==> src/rtl/sonar_tof_detector.sv <==
// sonar_tof_detector: multi-channel echo detector with time-of-flight capture.
// Runs a blank/listen/done ping sequence paced by the PCM strobe or by manual
// ticks. It requires HOLD consecutive above-threshold samples per channel
// before it declares an echo. All control and results go through a 16-bit
// register slave.
module sonar_tof_detector #(
  parameter int NCH    = 4,
  parameter int DW     = 16,
  parameter int TW     = 16,
  parameter int ADDR_W = 5
) (
  input  logic                wb_clk_i,
  input  logic                wb_rst_i,
  input  logic                wb_valid_i,
  input  logic [ADDR_W-1:0]   wbs_adr_i,
  input  logic [15:0]         wbs_dat_i,
  input  logic                wbs_strb_i,
  output logic                wbs_ack_o,
  output logic [15:0]         wbs_dat_o,
  input  logic [NCH*DW-1:0]   mag_i,
  input  logic                ce_pcm,
  input  logic                mclear,
  output logic [NCH-1:0]      cmp,
  output logic                irq,
  output logic                busy
);

  // Run counters span the full 16-bit HOLD range. Timer comparisons use one
  // extra bit so that timer+1 cannot wrap.
  localparam int RW = 16;
  localparam int CW = ((TW > 16) ? TW : 16) + 1;

  typedef enum logic [1:0] {
    S_IDLE   = 2'd0,
    S_BLANK  = 2'd1,
    S_LISTEN = 2'd2,
    S_DONE   = 2'd3
  } state_t;

  state_t           r_state;
  state_t           w_state_next;

  logic             r_pace;
  logic             r_irq_en;
  logic             r_cont;
  logic [7:0]       r_mask;
  logic [15:0]      r_blank;
  logic [15:0]      r_timeout;
  logic [15:0]      r_hold;
  logic [DW-1:0]    r_thresh [NCH];

  logic [TW-1:0]    r_timer;
  logic [NCH-1:0]   r_det;
  logic             r_done;
  logic [RW-1:0]    r_run [NCH];
  logic [TW-1:0]    r_tof [NCH];
  logic             r_irq;

  logic             w_wr;
  logic             w_wr_ctrl;
  logic             w_start;
  logic             w_tick;
  logic             w_enter_done;
  logic             w_w1c_done;
  logic [NCH-1:0]   w_en;
  logic [NCH-1:0]   w_above;
  logic [NCH-1:0]   w_hit;
  logic [RW-1:0]    w_run_inc [NCH];
  logic [15:0]      w_hold_eff;
  logic [TW-1:0]    w_timer_sat;
  logic [CW-1:0]    w_timer_p1;
  logic             w_blank_done;
  logic             w_listen_done;
  logic [15:0]      w_rdata;

  assign w_wr       = wb_valid_i & wbs_strb_i;
  assign w_wr_ctrl  = w_wr & (int'(wbs_adr_i) == 0);
  assign w_w1c_done = w_wr & (int'(wbs_adr_i) == 1) & wbs_dat_i[0];
  assign w_tick     = r_pace ? (w_wr_ctrl & wbs_dat_i[2]) : ce_pcm;
  assign w_start    = ~mclear &
                      ((w_wr_ctrl & wbs_dat_i[0] & ((r_state == S_IDLE) | (r_state == S_DONE))) |
                       ((r_state == S_DONE) & r_cont));
  assign w_en        = r_mask[NCH-1:0];
  assign w_hold_eff  = (r_hold == 16'd0) ? 16'd1 : r_hold;
  assign w_timer_sat = (&r_timer) ? r_timer : r_timer + TW'(1);
  assign w_timer_p1  = CW'(r_timer) + CW'(1);
  assign w_blank_done = (w_timer_p1 >= CW'(r_blank));
  assign w_listen_done = (&(r_det | w_hit | ~w_en)) |
                         ((r_timeout != 16'd0) & (w_timer_p1 == CW'(r_timeout)));
  assign w_enter_done = (w_state_next == S_DONE) & (r_state != S_DONE);

  assign cmp = r_det;
  assign irq = r_irq;

  // Per-channel threshold compare and detection of a completed hold run
  always_comb begin
    w_above = '0;
    w_hit   = '0;
    for (int c = 0; c < NCH; c++) begin
      w_run_inc[c] = (&r_run[c]) ? r_run[c] : r_run[c] + RW'(1);
      w_above[c]   = mag_i[c*DW +: DW] > r_thresh[c];
      w_hit[c]     = w_en[c] & ~r_det[c] & w_above[c] & (w_run_inc[c] >= w_hold_eff);
    end
  end

  // State register for the ping sequencer
  always_ff @(posedge wb_clk_i or posedge wb_rst_i) begin
    if (wb_rst_i) r_state <= S_IDLE;
    else          r_state <= w_state_next;
  end

  // Ping sequencer transitions; master clear overrides everything
  always_comb begin
    w_state_next = r_state;
    busy         = (r_state == S_BLANK) | (r_state == S_LISTEN);
    case (r_state)
      S_IDLE, S_DONE: begin
        if (w_start) w_state_next = (r_blank != 16'd0) ? S_BLANK : S_LISTEN;
      end
      S_BLANK: begin
        if (w_tick && w_blank_done) w_state_next = S_LISTEN;
      end
      S_LISTEN: begin
        if (w_tick && w_listen_done) w_state_next = S_DONE;
      end
      default: w_state_next = S_IDLE;
    endcase
    if (mclear) w_state_next = S_IDLE;
  end

  // Configuration registers written from the bus
  always_ff @(posedge wb_clk_i or posedge wb_rst_i) begin
    if (wb_rst_i) begin
      r_pace    <= 1'b0;
      r_irq_en  <= 1'b0;
      r_cont    <= 1'b0;
      r_mask    <= 8'h00;
      r_blank   <= 16'd0;
      r_timeout <= 16'd0;
      r_hold    <= 16'd1;
      for (int c = 0; c < NCH; c++) r_thresh[c] <= DW'(16'h0010);
    end else if (w_wr) begin
      case (int'(wbs_adr_i))
        0: begin
          r_pace   <= wbs_dat_i[1];
          r_irq_en <= wbs_dat_i[3];
          r_cont   <= wbs_dat_i[4];
          r_mask   <= wbs_dat_i[15:8];
        end
        2: r_blank   <= wbs_dat_i;
        3: r_timeout <= wbs_dat_i;
        4: r_hold    <= wbs_dat_i;
        default: ;
      endcase
      for (int c = 0; c < NCH; c++) begin
        if (int'(wbs_adr_i) == 16 + c) r_thresh[c] <= DW'(wbs_dat_i);
      end
    end
  end

  // Ping datapath: timer, run counters, detect flags, TOF capture, done flag
  always_ff @(posedge wb_clk_i or posedge wb_rst_i) begin
    if (wb_rst_i) begin
      r_timer <= '0;
      r_det   <= '0;
      r_done  <= 1'b0;
      for (int c = 0; c < NCH; c++) begin
        r_run[c] <= '0;
        r_tof[c] <= '1;
      end
    end else if (mclear) begin
      r_timer <= '0;
      r_det   <= '0;
      r_done  <= 1'b0;
      for (int c = 0; c < NCH; c++) r_run[c] <= '0;
    end else if (w_start) begin
      r_timer <= '0;
      r_det   <= '0;
      r_done  <= 1'b0;
      for (int c = 0; c < NCH; c++) begin
        r_run[c] <= '0;
        r_tof[c] <= '1;
      end
    end else begin
      if (w_tick && r_state == S_BLANK) r_timer <= w_timer_sat;
      if (w_tick && r_state == S_LISTEN) begin
        for (int c = 0; c < NCH; c++) begin
          if (w_en[c] && !r_det[c]) begin
            if (w_above[c]) begin
              r_run[c] <= w_run_inc[c];
              if (w_hit[c]) begin
                r_det[c] <= 1'b1;
                r_tof[c] <= r_timer;
              end
            end else begin
              r_run[c] <= '0;
            end
          end
        end
        r_timer <= w_timer_sat;
      end
      if (w_enter_done)    r_done <= 1'b1;
      else if (w_w1c_done) r_done <= 1'b0;
    end
  end

  // Read mux over the register map; unmapped addresses read as zero
  always_comb begin
    w_rdata = 16'h0000;
    case (int'(wbs_adr_i))
      0: w_rdata = {r_mask, 3'b000, r_cont, r_irq_en, 1'b0, r_pace, 1'b0};
      1: w_rdata = {8'(r_det), 5'b00000, r_state, r_done};
      2: w_rdata = r_blank;
      3: w_rdata = r_timeout;
      4: w_rdata = r_hold;
      5: w_rdata = 16'(r_timer);
      default: ;
    endcase
    for (int c = 0; c < NCH; c++) begin
      if (int'(wbs_adr_i) == 16 + c) w_rdata = 16'(r_thresh[c]);
      if (int'(wbs_adr_i) == 24 + c) w_rdata = 16'(r_tof[c]);
    end
  end

  // Bus response: capture pre-write read data, one-cycle ack, registered irq
  always_ff @(posedge wb_clk_i or posedge wb_rst_i) begin
    if (wb_rst_i) begin
      wbs_ack_o <= 1'b0;
      wbs_dat_o <= 16'h0000;
      r_irq     <= 1'b0;
    end else begin
      wbs_ack_o <= wb_valid_i;
      if (wb_valid_i) wbs_dat_o <= w_rdata;
      r_irq <= r_irq_en & r_done;
    end
  end

endmodule

==> config.mk <==
export PLATFORM = sky130hd
export DESIGN_NAME = sonar_tof_detector
export DESIGN_NICKNAME = d
export VERILOG_FILES = /design/src/rtl/sonar_tof_detector.sv
export SDC_FILE = /design/constraint.sdc
export NUM_CORES = 1
export LEC_CHECK = 0
export CAP_MARGIN = 20
export CORE_MARGIN = 2
export CORE_UTILIZATION = 36
export CTS_CLUSTER_SIZE = 16
export DETAILED_ROUTE_END_ITERATION = 10
export GPL_TIMING_DRIVEN = 1
export PLACE_DENSITY = 0.54
export SYNTH_ARGS = -nofsm -noshare
export SYNTH_HDL_FRONTEND = slang
export SYNTH_SLANG_ARGS = --single-unit
==> constraint.sdc <==
create_clock -name wb_clk_i -period 11.32 [get_ports wb_clk_i]
set_input_delay 1.698 -clock wb_clk_i [delete_from_list [all_inputs] [get_ports wb_clk_i]]
set_output_delay 1.698 -clock wb_clk_i [all_outputs]
set_load 0.01 [all_outputs]
==> out/metrics.cfg <==
[run_status]
status=completed

[timing]
hold_violations=0
report.final.slew_viol_count=0
tns_ns=0
grt_setup_unrepaired=no
final-setup-viol-count=0
period_minus_slack_ns=5.21
clock_skew_ns=0.0249
fmax_mhz=192
finalCritPeriodShare=0.461
slew_headroom=0.243
hold_slack_ns=0.505
worst_pin_slew_ns=1.13

[grt]
grt_remaining_overflow=0
grt_max_degree=161
antenna_found_initial=5
grt_first_pass_wirelength_um=97800
grt_pass1_vias=15500
grt_usage=0.241

[routing]
antenna_left=0
drtIter0Drc=1492
firstDrtPassIters=5
viasPerCell=5.78
drcViolationCount=0
drt-total-wl_um=65600
via_count=16100
avgRoutedWirePerCell_um=23.6

[final_layout]
multi_input_area_um2=10500
num-fill-cells=5092
instances_no_fill=2777
syn_to_final_growth_pct=15.3
layout.nets=2307
register_area_um2=7390
drive_gt1_frac=0.123

[logic_synthesis]
synth.yosys.warnings=0
synthTopCellsByCount=223 x dfrtp_1, 203 x nand2_1, 149 x ha_1
yosys_register_bits=292
netlist_area_um2=18900
async_flop_share=1.00
avgSynthCellArea_um2=9.41
synthCells=2005
synth-seq-area-share=0.392
yosys.cell_count.top_type=dfrtp_1
synth_edf_count=0
synth_area_leader_cell=dfrtp_1
syn_nets=2245
synth_top_area_share=0.296
synth.area.top_cells=dfrtp_1 30%, ha_1 9.9%, dfstp_2 9.6%
synth_ff_type=dfrtp_1
netlist-cell-type-count=83

[worst_setup_path]
r2r-start=r_run[40]
r2r_end=r_done
cp.arrival_ns=5.66
crit_type=in2reg
crit_fanout=38
critPathRequiredTime_ns=11.77
cp-end-kind=register
ff2ff_setup_slack_ns=6.28
rr_worst_depth=16
critPathLaunchType=input pin

[clocking]
cts_resized=0
cts_buffers=36
clkTransAtPathRegs_ns=0.06
holdBufCountCts=0
ctsHtreeMaxLevel=2
clock-root-buffer=clkbuf_16
cts_num_sinks=292
cts_buffer_depth=3
clkLatencyLatePin_ns=0.56
postCtsSetupBuffers=0
cts_tree=yes

[placement]
placedCellCount=2705
io_buffers=113
hpwl_um=47900
gp_congestion=0.880

[hold_path]
min_path_cells=2
hp-class=reg2reg
worstHoldEndpoint=r_tof[58]
holdCritStartpoint=r_tof[58]

[floorplan]
die_w_um=233
num_rows=83
initial_core_util=0.366
core_area_um2=51500
dieHeight_um=233
io_pins=114
die_area_um2=54200

[pwr]
power_leakage_nw=9.97
powerDensity_nw_per_um2=144
max-vdd-ir-drop_mv=0.0920

[job]
maxCapViolations=0

cells in the final DEF, fill, tap and decap left out, drive strengths merged, types with 23 or more instances in the layout:
cell type / count
nand2: 206
inv: 122
dfrtp: 223
nand4: 54
a22oi: 41
ha: 149
nor2: 117
clkdlybuf4s50: 113
xnor2: 52
mux2i: 67
mux2: 85
xor2: 36
nand3: 63
clkbuf: 54
o21ai: 147
nor3: 23
a21oi: 102
dfstp: 69
worst max-delay path, cell delays in order:
cell and delay [ns]:
clkdlybuf4s50_1 0.40, buf_4 0.26, or3_4 0.45, nor2_1 0.11, buf_4 0.23, a32o_1 0.32
or2_2 0.75, or3_1 0.57, clkinv_1 0.45, a32o_1 0.38
area by class of cell:
| cell class | count | area share |
|---|---|---|
| tap | 680 | 0.0391 |
| inverter | 120 | 0.0211 |
| multi-input combinational | 1486 | 0.485 |
| timing repair buffer | 131 | 0.0597 |
| clock inverter | 12 | 0.00673 |
| antenna | 2 | 0.000230 |
| sequential | 292 | 0.340 |
| clock buffer | 54 | 0.0483 |
routing by layer:
metal,up-vias,part of all wire,global-route usage
met1,8043,0.44,0.328
met5,-,0.00026,0
li1,7403,-,-
met3,112,0.065,0.0487
met2,497,0.46,0.382
met4,4,0.032,0.0788
worst max-delay path by stage:
stage / from / to / slack [ns] / cells after the start
after floorplan: wb_rst_i / cmp[0] / 1.67 / 1
after global placement: wbs_adr_i[0] / r_run[1] / 5.75 / 10
after detailed placement: wbs_adr_i[0] / r_run[1] / 5.60 / 10
after CTS: r_run[40] / r_tof[33] / 6.09 / 15
after global routing: wbs_adr_i[0] / r_run[1] / 5.90 / 10
final: wbs_adr_i[0] / r_run[1] / 6.11 / 10
logic make-up after synthesis:
family / count (synthesis) / synth area share
buf+inv: 227 / 0.0499
flops: 292 / 0.392
fa+ha+maj: 149 / 0.0988
compound gates: 478 / 0.165
mux: 152 / 0.0863
simple gates: 616 / 0.164
xor+xnor: 91 / 0.0446
state kept, by name, indices dropped and copies added (netlist names):
signal     flops
wbs_dat_o     16
r_irq_en       1
r_hold        16
wbs_ack_o      1
r_run         64
r_mask         8
r_tof         64
r_blank       16
r_thresh      64
r_done         1
irq            1
r_timer       16
r_timeout     16
r_cont         1
r_state        2
r_pace         1
cmp            4
power breakdown:
part | switching [W] | total, W | internal, W
logic | 0.000338 | 0.000580 | 0.000242
clock network | 0.000484 | 0.00120 | 0.000713
registers | 0.000135 | 0.00135 | 0.00122
stage by stage:
step | instance area (µm²) | worst slack (ns) | util | total power [W]
2_1_floorplan | 18900 | 1.67 | - | 0.00168
3_3_place_gp | 20500 | 5.75 | 0.398 | 0.00192
3_5_place_dp | 20500 | 5.60 | 0.398 | 0.00194
4_1_cts | 21700 | 6.09 | 0.421 | 0.00314
5_1_grt | 21700 | 5.90 | 0.422 | 0.00327
6_report | 21700 | 6.11 | 0.422 | 0.00313
(Power assumes the default switching activity.)
